`src/rtl/multicycle_control.sv`:
```
// Multi-cycle instruction sequencer: walks each instruction through IF/DEC/EX/MEM/WB/BR
// and drives the shared datapath selects, IR/PC load strobes and the memory write strobe.
module multicycle_control #(
  parameter int unsigned MEM_LAT = 1
) (
  input  logic        Clk,
  input  logic        Reset,
  input  logic [31:0] Instr,
  input  logic        Zero,
  output logic        IR_LdEn,
  output logic        PC_LdEn,
  output logic        PC_Sel,
  output logic        RF_WrEn,
  output logic        RF_WrData_sel,
  output logic        RF_B_sel,
  output logic        ALU_Bin_sel,
  output logic [3:0]  ALU_func,
  output logic        Mem_WrEn,
  output logic        Byte_Op,
  output logic        Instr_Done,
  output logic        Illegal
);

  typedef enum logic [2:0] {
    S_RST, S_IF, S_DEC, S_EX, S_BR, S_MEM, S_WB
  } state_t;

  localparam int unsigned CNT_W = (MEM_LAT > 1) ? $clog2(MEM_LAT) : 1;
  localparam logic [CNT_W-1:0] CNT_LAST = CNT_W'(MEM_LAT - 1);

  state_t           state, nextState;
  logic [CNT_W-1:0] waitCnt, nextWaitCnt;

  logic [5:0] opcode;
  logic isR, isAddi, isAndi, isOri, isLi, isLw, isLb, isSw, isSb, isBeq, isBne, isB;
  logic isLoad, isStore, isExec, isBranch;
  logic unusedInstrBits;

  assign opcode          = Instr[31:26];
  assign unusedInstrBits = ^Instr[25:4];

  assign isR      = (opcode == 6'b100000);
  assign isAddi   = (opcode == 6'b110000);
  assign isAndi   = (opcode == 6'b110010);
  assign isOri    = (opcode == 6'b110011);
  assign isLi     = (opcode == 6'b111000);
  assign isLw     = (opcode == 6'b001111);
  assign isLb     = (opcode == 6'b000011);
  assign isSw     = (opcode == 6'b011111);
  assign isSb     = (opcode == 6'b000111);
  assign isBeq    = (opcode == 6'b000000);
  assign isBne    = (opcode == 6'b000001);
  assign isB      = (opcode == 6'b111111);
  assign isLoad   = isLw | isLb;
  assign isStore  = isSw | isSb;
  assign isBranch = isBeq | isBne;
  assign isExec   = isR | isAddi | isAndi | isOri | isLi | isLoad | isStore;

  always_ff @(posedge Clk) begin
    if (Reset) begin
      state   <= S_RST;
      waitCnt <= '0;
    end else begin
      state   <= nextState;
      waitCnt <= nextWaitCnt;
    end
  end

  always_comb begin
    nextState     = state;
    nextWaitCnt   = waitCnt;
    IR_LdEn       = 1'b0;
    PC_LdEn       = 1'b0;
    PC_Sel        = 1'b0;
    RF_WrEn       = 1'b0;
    RF_WrData_sel = 1'b0;
    RF_B_sel      = 1'b0;
    ALU_Bin_sel   = 1'b0;
    ALU_func      = '0;
    Mem_WrEn      = 1'b0;
    Byte_Op       = 1'b0;
    Instr_Done    = 1'b0;
    Illegal       = 1'b0;

    // Selects follow the IR from DEC to the end of the instruction so the datapath sees them stable.
    if (state != S_RST && state != S_IF) begin
      if (isR) begin
        ALU_func      = Instr[3:0];
        RF_WrData_sel = 1'b1;
      end else if (isAddi || isLi || isAndi || isOri) begin
        RF_B_sel      = 1'b1;
        ALU_Bin_sel   = 1'b1;
        RF_WrData_sel = 1'b1;
        ALU_func      = isAndi ? 4'd2 : (isOri ? 4'd3 : 4'd0);
      end else if (isLoad || isStore) begin
        RF_B_sel    = 1'b1;
        ALU_Bin_sel = 1'b1;
        Byte_Op     = isLb | isSb;
      end else if (isBranch) begin
        RF_B_sel = 1'b1;
        ALU_func = 4'd1;
      end
    end

    unique case (state)
      S_RST: nextState = S_IF;
      S_IF: begin
        IR_LdEn   = 1'b1;
        nextState = S_DEC;
      end
      S_DEC: begin
        if (isExec) begin
          nextState = S_EX;
        end else if (isBranch) begin
          nextState = S_BR;
        end else begin
          PC_LdEn    = 1'b1;
          PC_Sel     = isB;
          Instr_Done = 1'b1;
          Illegal    = ~isB;
          nextState  = S_IF;
        end
      end
      S_EX: nextState = (isLoad || isStore) ? S_MEM : S_WB;
      S_MEM: begin
        Mem_WrEn = isStore && (waitCnt == '0);
        if (waitCnt == CNT_LAST) begin
          nextWaitCnt = '0;
          if (isLoad) begin
            nextState = S_WB;
          end else begin
            PC_LdEn    = 1'b1;
            Instr_Done = 1'b1;
            nextState  = S_IF;
          end
        end else begin
          nextWaitCnt = waitCnt + 1'b1;
        end
      end
      S_WB: begin
        RF_WrEn    = 1'b1;
        PC_LdEn    = 1'b1;
        Instr_Done = 1'b1;
        nextState  = S_IF;
      end
      S_BR: begin
        ALU_func   = 4'd1;
        PC_LdEn    = 1'b1;
        PC_Sel     = isBeq ? Zero : ~Zero;
        Instr_Done = 1'b1;
        nextState  = S_IF;
      end
      default: nextState = S_RST;
    endcase

    // Reset overrides everything so no write side effect can escape in a reset cycle.
    if (Reset) begin
      nextState     = S_RST;
      nextWaitCnt   = '0;
      IR_LdEn       = 1'b0;
      PC_LdEn       = 1'b0;
      PC_Sel        = 1'b0;
      RF_WrEn       = 1'b0;
      RF_WrData_sel = 1'b0;
      RF_B_sel      = 1'b0;
      ALU_Bin_sel   = 1'b0;
      ALU_func      = '0;
      Mem_WrEn      = 1'b0;
      Byte_Op       = 1'b0;
      Instr_Done    = 1'b0;
      Illegal       = 1'b0;
    end
  end

endmodule

```
`config.mk`:
```
export PLATFORM = sky130hd
export DESIGN_NAME = multicycle_control
export DESIGN_NICKNAME = d
export VERILOG_FILES = /design/src/rtl/multicycle_control.sv
export SDC_FILE = /design/constraint.sdc
export NUM_CORES = 1
export LEC_CHECK = 0
export CELL_PAD_IN_SITES_DETAIL_PLACEMENT = 1
export CELL_PAD_IN_SITES_GLOBAL_PLACEMENT = 1
export CORE_MARGIN = 2
export CORE_UTILIZATION = 19
export DETAILED_ROUTE_END_ITERATION = 12
export MAX_ROUTING_LAYER = met4
export PLACE_DENSITY_LB_ADDON = 0.1
export SYNTH_ARGS = -nofsm -noshare
export SYNTH_HDL_FRONTEND = slang
export SYNTH_SLANG_ARGS = --single-unit
```
`constraint.sdc`:
```
create_clock -name Clk -period 1.8 [get_ports Clk]
set_clock_uncertainty 0.1 [all_clocks]
set_input_delay 0.18 -clock Clk [delete_from_list [all_inputs] [get_ports Clk]]
set_output_delay 0.18 -clock Clk [all_outputs]
set_load 0.03 [all_outputs]
```
Word-level counts from Yosys, hierarchy flattened
Cells that the tools add are included.

storage, ports and cells
  flip-flop bits (word level) = 4
  input port bits = 35
  output and inout bits = 15
  word-level logic and storage cells = 103

operators by class
  add/subtract/negate cells = 1
  eq/ne operators = 19
  multiplexer cells = 57
  bitwise logic cells = 13
  reduce and logical (&&, ||, !) cells = 11

operators with widths
  cell                  count
  $mux W1               42
  $eq A6 B6 Y1 const B  6
  $mux W4               4
  $pmux W3 S5           1
  $mux W3               4
  $or A1 B1 Y1          10
  $eq A3 B3 Y1 const B  3
  $mux W2               4
  $eq A3 B2 Y1 const B  2
  $eq A6 B1 Y1 const B  1
  $eq A6 B2 Y1 const B  1
  $eq A6 B3 Y1 const B  1
  $eq A6 B4 Y1 const B  1
  $eq A6 B5 Y1 const B  1
  $logic_not A6 Y1      1
  $logic_or A1 B1 Y1    4
  $eq A3 B1 Y1 const B  1
  $logic_not A3 Y1      1
  $ne A3 B1 Y1 const B  1
  $not A1 Y1            3
  $pmux W1 S3           1
  $reduce_bool A3 Y1    1
  $reduce_or A3 Y1      1
  $logic_and A1 B1 Y1   2
  other kinds (4)       4

Logic depth before layout (Yosys ltp)
Gate-level depths: netlist (run 1).

  depth in word-level cells = 10
  depth in mapped cells = 6
  mapped depth without buffers = 4

Worst setup path after synthesis (run 1)
OpenSTA, ideal clock, no wires.

  kind = register -> output
  start = register state[2]
  end = output PC_LdEn
  arrival = 1.773 ns
  data required time = 1.520 ns
  path slack = -0.253 ns
  stages on the path, launching flop included = 5
  buffers on the path = 2
  path through = dfxtp_1 clkbuf_1 nand2b_1 o21ai_0 buf_4

on the way
  cells in the longest elaborated chain, start to end = 4
  elaborated cells on any way between the ends = 7
  those cells by class = eq/ne: 4; mux: 2; reduce/logical: 1

RTL lines
  item                        line  source
  start, declared             31    state_t state, nextState;
  start signal, assigned      64    state <= nextState;
  $eq A3 B3 Y1                n/a
  $reduce_or A2 Y1 (no line)  n/a
  $pmux W1 S3 (*)             n/a
  $mux W1 (*)                 n/a
  end, declared               11    output logic PC_LdEn,

Every way passes the cells marked *; elsewhere a longest branch is shown, timed or not.

Final worst setup path (run 1)
  start = register state[2]
  end = output PC_Sel

on the way
  cells in the longest elaborated chain, start to end = 3
  elaborated cells on any way between the ends = 4
  those cells by class = eq/ne: 2; mux: 2

RTL lines
  item                                          line  source
  $eq A3 B3 Y1 or $eq A3 B2 Y1 (tied branches)  105   unique case (state)
  $pmux W1 S2 (*)                               105
  $mux W1 (*)                                   157   if (Reset) begin
  end, declared                                 12    output logic PC_Sel,

Marked as above.

==> impl_metrics.ini, run 1 <==
[timing]
tightest_slew_ns = 0.376
hold_viol = 0
tns_ns = -0.615
drv_slew = 0
max_freq_mhz = 506
setup_slack_ns = -0.177
fin_crit_sh = 1.10
period_needed_ns = 1.98
rsz0062_at_grt = true
slew_headroom = 0.747
finalSetupViolCount = 4

[cts]
cts_buffers = 3
cts_tree = yes
path_clk_slew_ns = 0.04
cts-root-buf = clkbuf_4
cts_htree_levels = 1
cts-hold-fix-buffers = 0
cts_max_path_buffers = 2
cts_sinks = 3
insertion_delay_ns = 0.23

[synth]
synth-edff-count = 0
async_reset_ff_frac = 0
ys_warn_count = 0
syn-instance-count = 88
synth_ff_type = dfxtp_1
netlist_area_um2 = 567
synth-seq-area-share = 0.106
ys_ff_latch = 3
ys_types = 38
synth_nets = 123
avgSynthCellArea_um2 = 6.44

[routing]
final_antenna_net_count = 0
drc = 3
drt_iter0_markers = 23
num_vias = 892
dr.pass1.iters = 8
wl_um = 2670
wire_per_inst_um = 14.9
post_drt_via_cell_ratio = 4.96

[run_status]
violations = DRC, setup timing
outcome = finished, violations left

[cells_and_area]
mostFrequentLayoutCells = 45 x buf_4, 9 x buf_6, 8 x nor2_1
layout-drive-gt1-share = 0.564
largestRegisters = state: 3 flops
syn_to_final_growth_pct = 118
largest_register_ffs = 3
postLayoutCellArea_um2 = 1230
nNetsFinal = 185
final_util = 0.440
nFillCells = 352
top_register = state
num_antenna_cells = 0
final_common_cell = buf_4

[setup_path]
rr_worst_depth = 6
worst-setup-path-type = reg -> out
cp_cell_sequence = or4b_4 -> a31oi_4 -> buf_6 -> nand2_2 -> o31ai_2 -> buf_4
r2r-end = state[2]
start_kind = flop
cp-end-kind = output port
reg2reg_from = state[1]
critPathMaxStageDelay_ns = 0.54
r2r_slack_ns = 0.38
slowest_stage = or4b_4
required_ns = 1.52
worstPathArrival_ns = 1.70
path_max_fanout = 2

[power]
ir_worst_vdd_mv = 0.145
total_power_uw = 414
p_sw_frac = 0.357
seqPwrFrac = 0.177
powerDensity_nw_per_um2 = 335
power_frac_comb = 0.540
power.share.clock = 0.283
p_sw_uw = 148
p_leak_uw = 0.000556
power.internal_uw = 266

[grt]
antenna_found_initial = 0
grt_max_degree = 11
grt_pass1_vias = 972
grt_pass1_wl_um = 4490
grt-ovfl-total = 0
grt_usage = 0.174

[die]
io_pins = 50
die-area_um2 = 3440
start_util = 0.202
core_area_um2 = 2810
fp.dieW_um = 58.6
fp.dieH_um = 58.6
rows = 19

[place]
gp_congestion = 0.792
hpwl_um = 2090
placed_area_um2 = 1050
io_buffer_count = 27
place_ws_ns = -0.764

[min_path]
min_delay_path_depth = 3
min_from = Reset
min_to = state[2]
hp-class = in -> reg

[run]
cap_violations = 0
[worst max path at each step]
stage                   from    endpoint  slack, ns  cells after the start
floorplan           state[1]     PC_LdEn      -0.18                      5
global placement       Reset     PC_LdEn      -0.74                      6
detailed placement     Reset  Instr_Done      -0.76                      6
CTS                 state[0]      PC_Sel      -0.21                      6
global route        state[2]      PC_Sel      -0.24                      6
finish              state[2]      PC_Sel      -0.18                      6
[Yosys cell counts, drive strengths merged (2+ instances only)]
| library cell | count | area share |
|---|---|---|
| a21oi | 6 | 0.053 |
| nand2b | 5 | 0.055 |
| a211oi | 4 | 0.062 |
| clkbuf | 5 | 0.033 |
| dfxtp | 3 | 0.11 |
| nand3 | 2 | 0.018 |
| and3 | 4 | 0.044 |
| a31oi | 3 | 0.033 |
| inv | 5 | 0.033 |
| nand2 | 6 | 0.044 |
| nor4 | 3 | 0.033 |
| buf | 3 | 0.031 |
| nor2 | 10 | 0.066 |
| nor3 | 4 | 0.035 |
| nor2b | 3 | 0.033 |
| o21ai | 3 | 0.026 |
[area by class of cell]
cell class / instances / area (um^2) / area share
Tap cell: 31 / 38.8 / 0.0314
Inverter: 5 / 18.8 / 0.0152
Clock buffer: 4 / 26.3 / 0.0213
Sequential cell: 3 / 61.3 / 0.0496
Multi-Input combinational cell: 72 / 563 / 0.456
Timing Repair Buffer: 65 / 527 / 0.427
[what timing repair did]
item | in CTS | in global routing
gates resized for setup | 47 | 18
pin swaps | 5 | 5
endpoints found under the setup margin | 15 | 11
setup buffers | 9 | 0
[worst max-delay path, delay by kind of cell, from the launching register on]
family	cells	cell delay [ns]
AO/OA/AOI/OAI	2	0.26
buffers and inverters	2	0.32
flip-flops	1	0.31
AND/OR/NAND/NOR	2	0.58
[metal layers]
metal | part of all wire | track usage
met1 | 0.45 | 0.222
met4 | 0 | 0.0325
met3 | 0.028 | 0.00659
met5 | 0 | -
met2 | 0.53 | 0.307
[metrics by stage]
step	hold slack, ns	cells
detailed placement	0.583	168
global route	0.366	180
CTS	0.320	181
finish	0.328	180
floorplan	0.149	88
global placement	0.582	168
[kinds of logic (layout without fill, tap and decap cells)]
family,after synthesis,in the layout,share of synthesized area
flops,3,3,0.106
simple gates,46,46,0.466
buf+inv,13,74,0.0971
compound gates,24,24,0.300
xor+xnor,2,2,0.0309
[power by group through the flow]
stage	Sequential, uW	Clock [uW]	Combinational (uW)
after global placement	73.8	0	192
after global routing	73.7	125	245
after CTS	72.9	120	214
after floorplan	74.6	0	89.6
final	73.1	117	224
after detailed placement	73.9	0	194
(Power assumes the default switching activity.)
==> run 2: changes to the inputs <==
--- a/config.mk
+++ b/config.mk
@@ -12,6 +12,7 @@
 export DETAILED_ROUTE_END_ITERATION = 12
 export MAX_ROUTING_LAYER = met4
 export PLACE_DENSITY_LB_ADDON = 0.1
+export SLEW_MARGIN = 10
 export SYNTH_ARGS = -nofsm -noshare
 export SYNTH_HDL_FRONTEND = slang
 export SYNTH_SLANG_ARGS = --single-unit
==> results of run 2 <==
Final layout, timing and power as in run 1 (identical DEF).
==> RTL edit: new RTL, settings of run 1 <==
Add an input register stage for `Instr`; this delays it by one clock. The other inputs are not delayed to match.
--- a/src/rtl/multicycle_control.sv
+++ b/src/rtl/multicycle_control.sv
@@ -29,4 +29,10 @@
   localparam logic [CNT_W-1:0] CNT_LAST = CNT_W'(MEM_LAT - 1);
 
+  logic [31:0] Instr_q;
+
+  always_ff @(posedge Clk) begin
+    Instr_q <= Instr;
+  end
+
   state_t           state, nextState;
   logic [CNT_W-1:0] waitCnt, nextWaitCnt;
@@ -37,6 +43,6 @@
   logic unusedInstrBits;
 
-  assign opcode          = Instr[31:26];
-  assign unusedInstrBits = ^Instr[25:4];
+  assign opcode          = Instr_q[31:26];
+  assign unusedInstrBits = ^Instr_q[25:4];
 
   assign isR      = (opcode == 6'b100000);
@@ -86,5 +92,5 @@
     if (state != S_RST && state != S_IF) begin
       if (isR) begin
-        ALU_func      = Instr[3:0];
+        ALU_func      = Instr_q[3:0];
         RF_WrData_sel = 1'b1;
       end else if (isAddi || isLi || isAndi || isOri) begin
Formal check against the unedited RTL: not equivalent (Yosys sat finds a counterexample within 4 cycles, from zero or initial values and one cycle with Reset high).
==> RTL edit against run 1 <==
  * The flow finishes with violations (negative setup slack)
  * Clock power up 120%
  * Die area up 41%
  * Final area up 35%
  * Worst setup slack better by 0.045 ns
  * Synthesized area up 45%
  * Register-to-register slack worse by 0.35 ns
  * Sequential cell count up 10
  * Wire length up 17%
  * Non-clock buffer count up 5
  * Worst hold slack worse by 0.053 ns
  * Total power up 99%
==> RTL edit: results (changes against run 1) <==
- Peak VDD IR: 0.319 mV (+120%)
- Final hold violation count: 0 (unchanged)
- Crit path launch: Instr_q[30]
- Drt first pass iters: 4 (-4)
- FF-to-FF path depth: 7 (+1)
- Share of cells above drive strength 1: 0.660 (+0.0967)
- Pleak: 0.693 nW (+25%)
- Outcome: finished, violations left
- Initial DRC count: 22 (-4.3%)
- Compound-cell area share of the yosys netlist: 0.241 (-0.0590)
- Crit-path max FO: 5 (+3)
- Top Registers: Instr_q (10), state (3)
- Slowest stage delay, CP: 0.37 ns (-0.17 ns)
- Synth Area in XOR/XNOR: 0.0305 (-0.000371)
- R2R setup slack: 0.03 ns (-0.35 ns)
- Worst setup margin: -0.132 ns (+0.0449 ns)
- Most frequent cells after synthesis: dfxtp_1 (13), nor2_1 (10), a21oi_1 (6), o21ai_0 (6), nor3_1 (5)
- Synth area leaders: dfxtp_1 (32%), nor2_1 (4.6%), a21oi_1 (3.7%)
- Number of library cell types mapped by synthesis: 40 (+5.3%)
- Syn_nets: 133 (+8.1%)
- GPL Wtd Cong: 0.828 (+4.5%)
- Via/cell ratio: 4.58 (-7.7%)
- Worst Max-Slew Pin Slew: 0.311 ns (-0.0650 ns)
- Root Driver: clkbuf_8
- Dpl hpwl: 2310 µm (+10%)
- Tot GR Track Use: 0.140 (-0.0335)
- # setup viols final: 11 (+7)
- Critical-path top delay cell: dfxtp_4
- TNS Setup: -0.738 ns (-0.122 ns)
- Sequential-to-total area share from yosys stat: 0.318 (+0.212)
- Reg2reg start: Instr_q[29]
- Nets@finish: 198 (+7.0%)
- Vias in the first global route: 1071 (+10%)
- Routed len/inst: 14.7 µm (-0.77%)
- Reg-to-reg endpoint: state[0]
- Failing checks: negative setup slack
-- RTL edit: worst min path at each step --
stage / startpoint / endpoint / slack, ns / cells past startpoint
final: Instr[28] / Instr_q[28] / 0.28 / 1
after global routing: Instr[26] / Instr_q[26] / 0.28 / 1
after CTS: Instr[28] / Instr_q[28] / 0.27 / 1
after floorplan: Instr[0] / Instr_q[0] / 0.11 / 0
after detailed placement: state[0] / state[2] / 0.50 / 3
after global placement: state[0] / state[2] / 0.47 / 3
-- RTL edit: cells by family (layout without fill, tap and decap cells) --
logic type	Yosys count	after routing
flip-flops	13	13
XOR/XNOR	2	2
AND/OR/NAND/NOR	44	44
buffers and inverters	13	77
AO/OA/AOI/OAI	26	26
-- RTL edit: layout make-up --
class	instances	area [µm²]
well taps	50	62.6
fillers	472	2420
multi-input cells	72	648
clock buffers	4	45.0
inverters	3	11.3
repair buffers	70	614
flip-flops and latches	13	284
-- RTL edit: critical path, delay by kind of cell (launching register included) --
family | cells | cell delay [ns]
buffers and inverters | 2 | 0.25
DFF | 1 | 0.37
and+or+nand+nor | 4 | 0.79
-- RTL edit: what timing repair did --
item,4_1_cts,5_1_grt
pin swaps,12,12
buffers inserted,13,4
setup endpoints to repair,13,14
gates resized for setup,39,20
-- RTL edit: layer usage --
metal | track usage | vias to the layer above | wire (µm)
met5 | - | - | 0
met4 | 0.0513 | 0 | 25
met3 | 0.0145 | 2 | 73
met2 | 0.236 | 19 | 1570
met1 | 0.173 | 462 | 1460
li1 | - | 487 | -
-- RTL edit: stage by stage --
step           setup WS, ns  area (µm²)  cells  power [mW]
2_1_floorplan        -0.111         870     98       0.426
3_3_place_gp        -0.0889        1310    192       0.515
3_5_place_dp         -0.103        1310    192       0.517
4_1_cts              -0.159        1560    208       0.819
5_1_grt              -0.208        1670    212       0.873
6_report             -0.132        1670    212       0.824
-- RTL edit: power by group --
part / internal (mW) / switching [mW]
clock: 0.156 / 0.100
combinational: 0.134 / 0.113
sequential: 0.302 / 0.0185
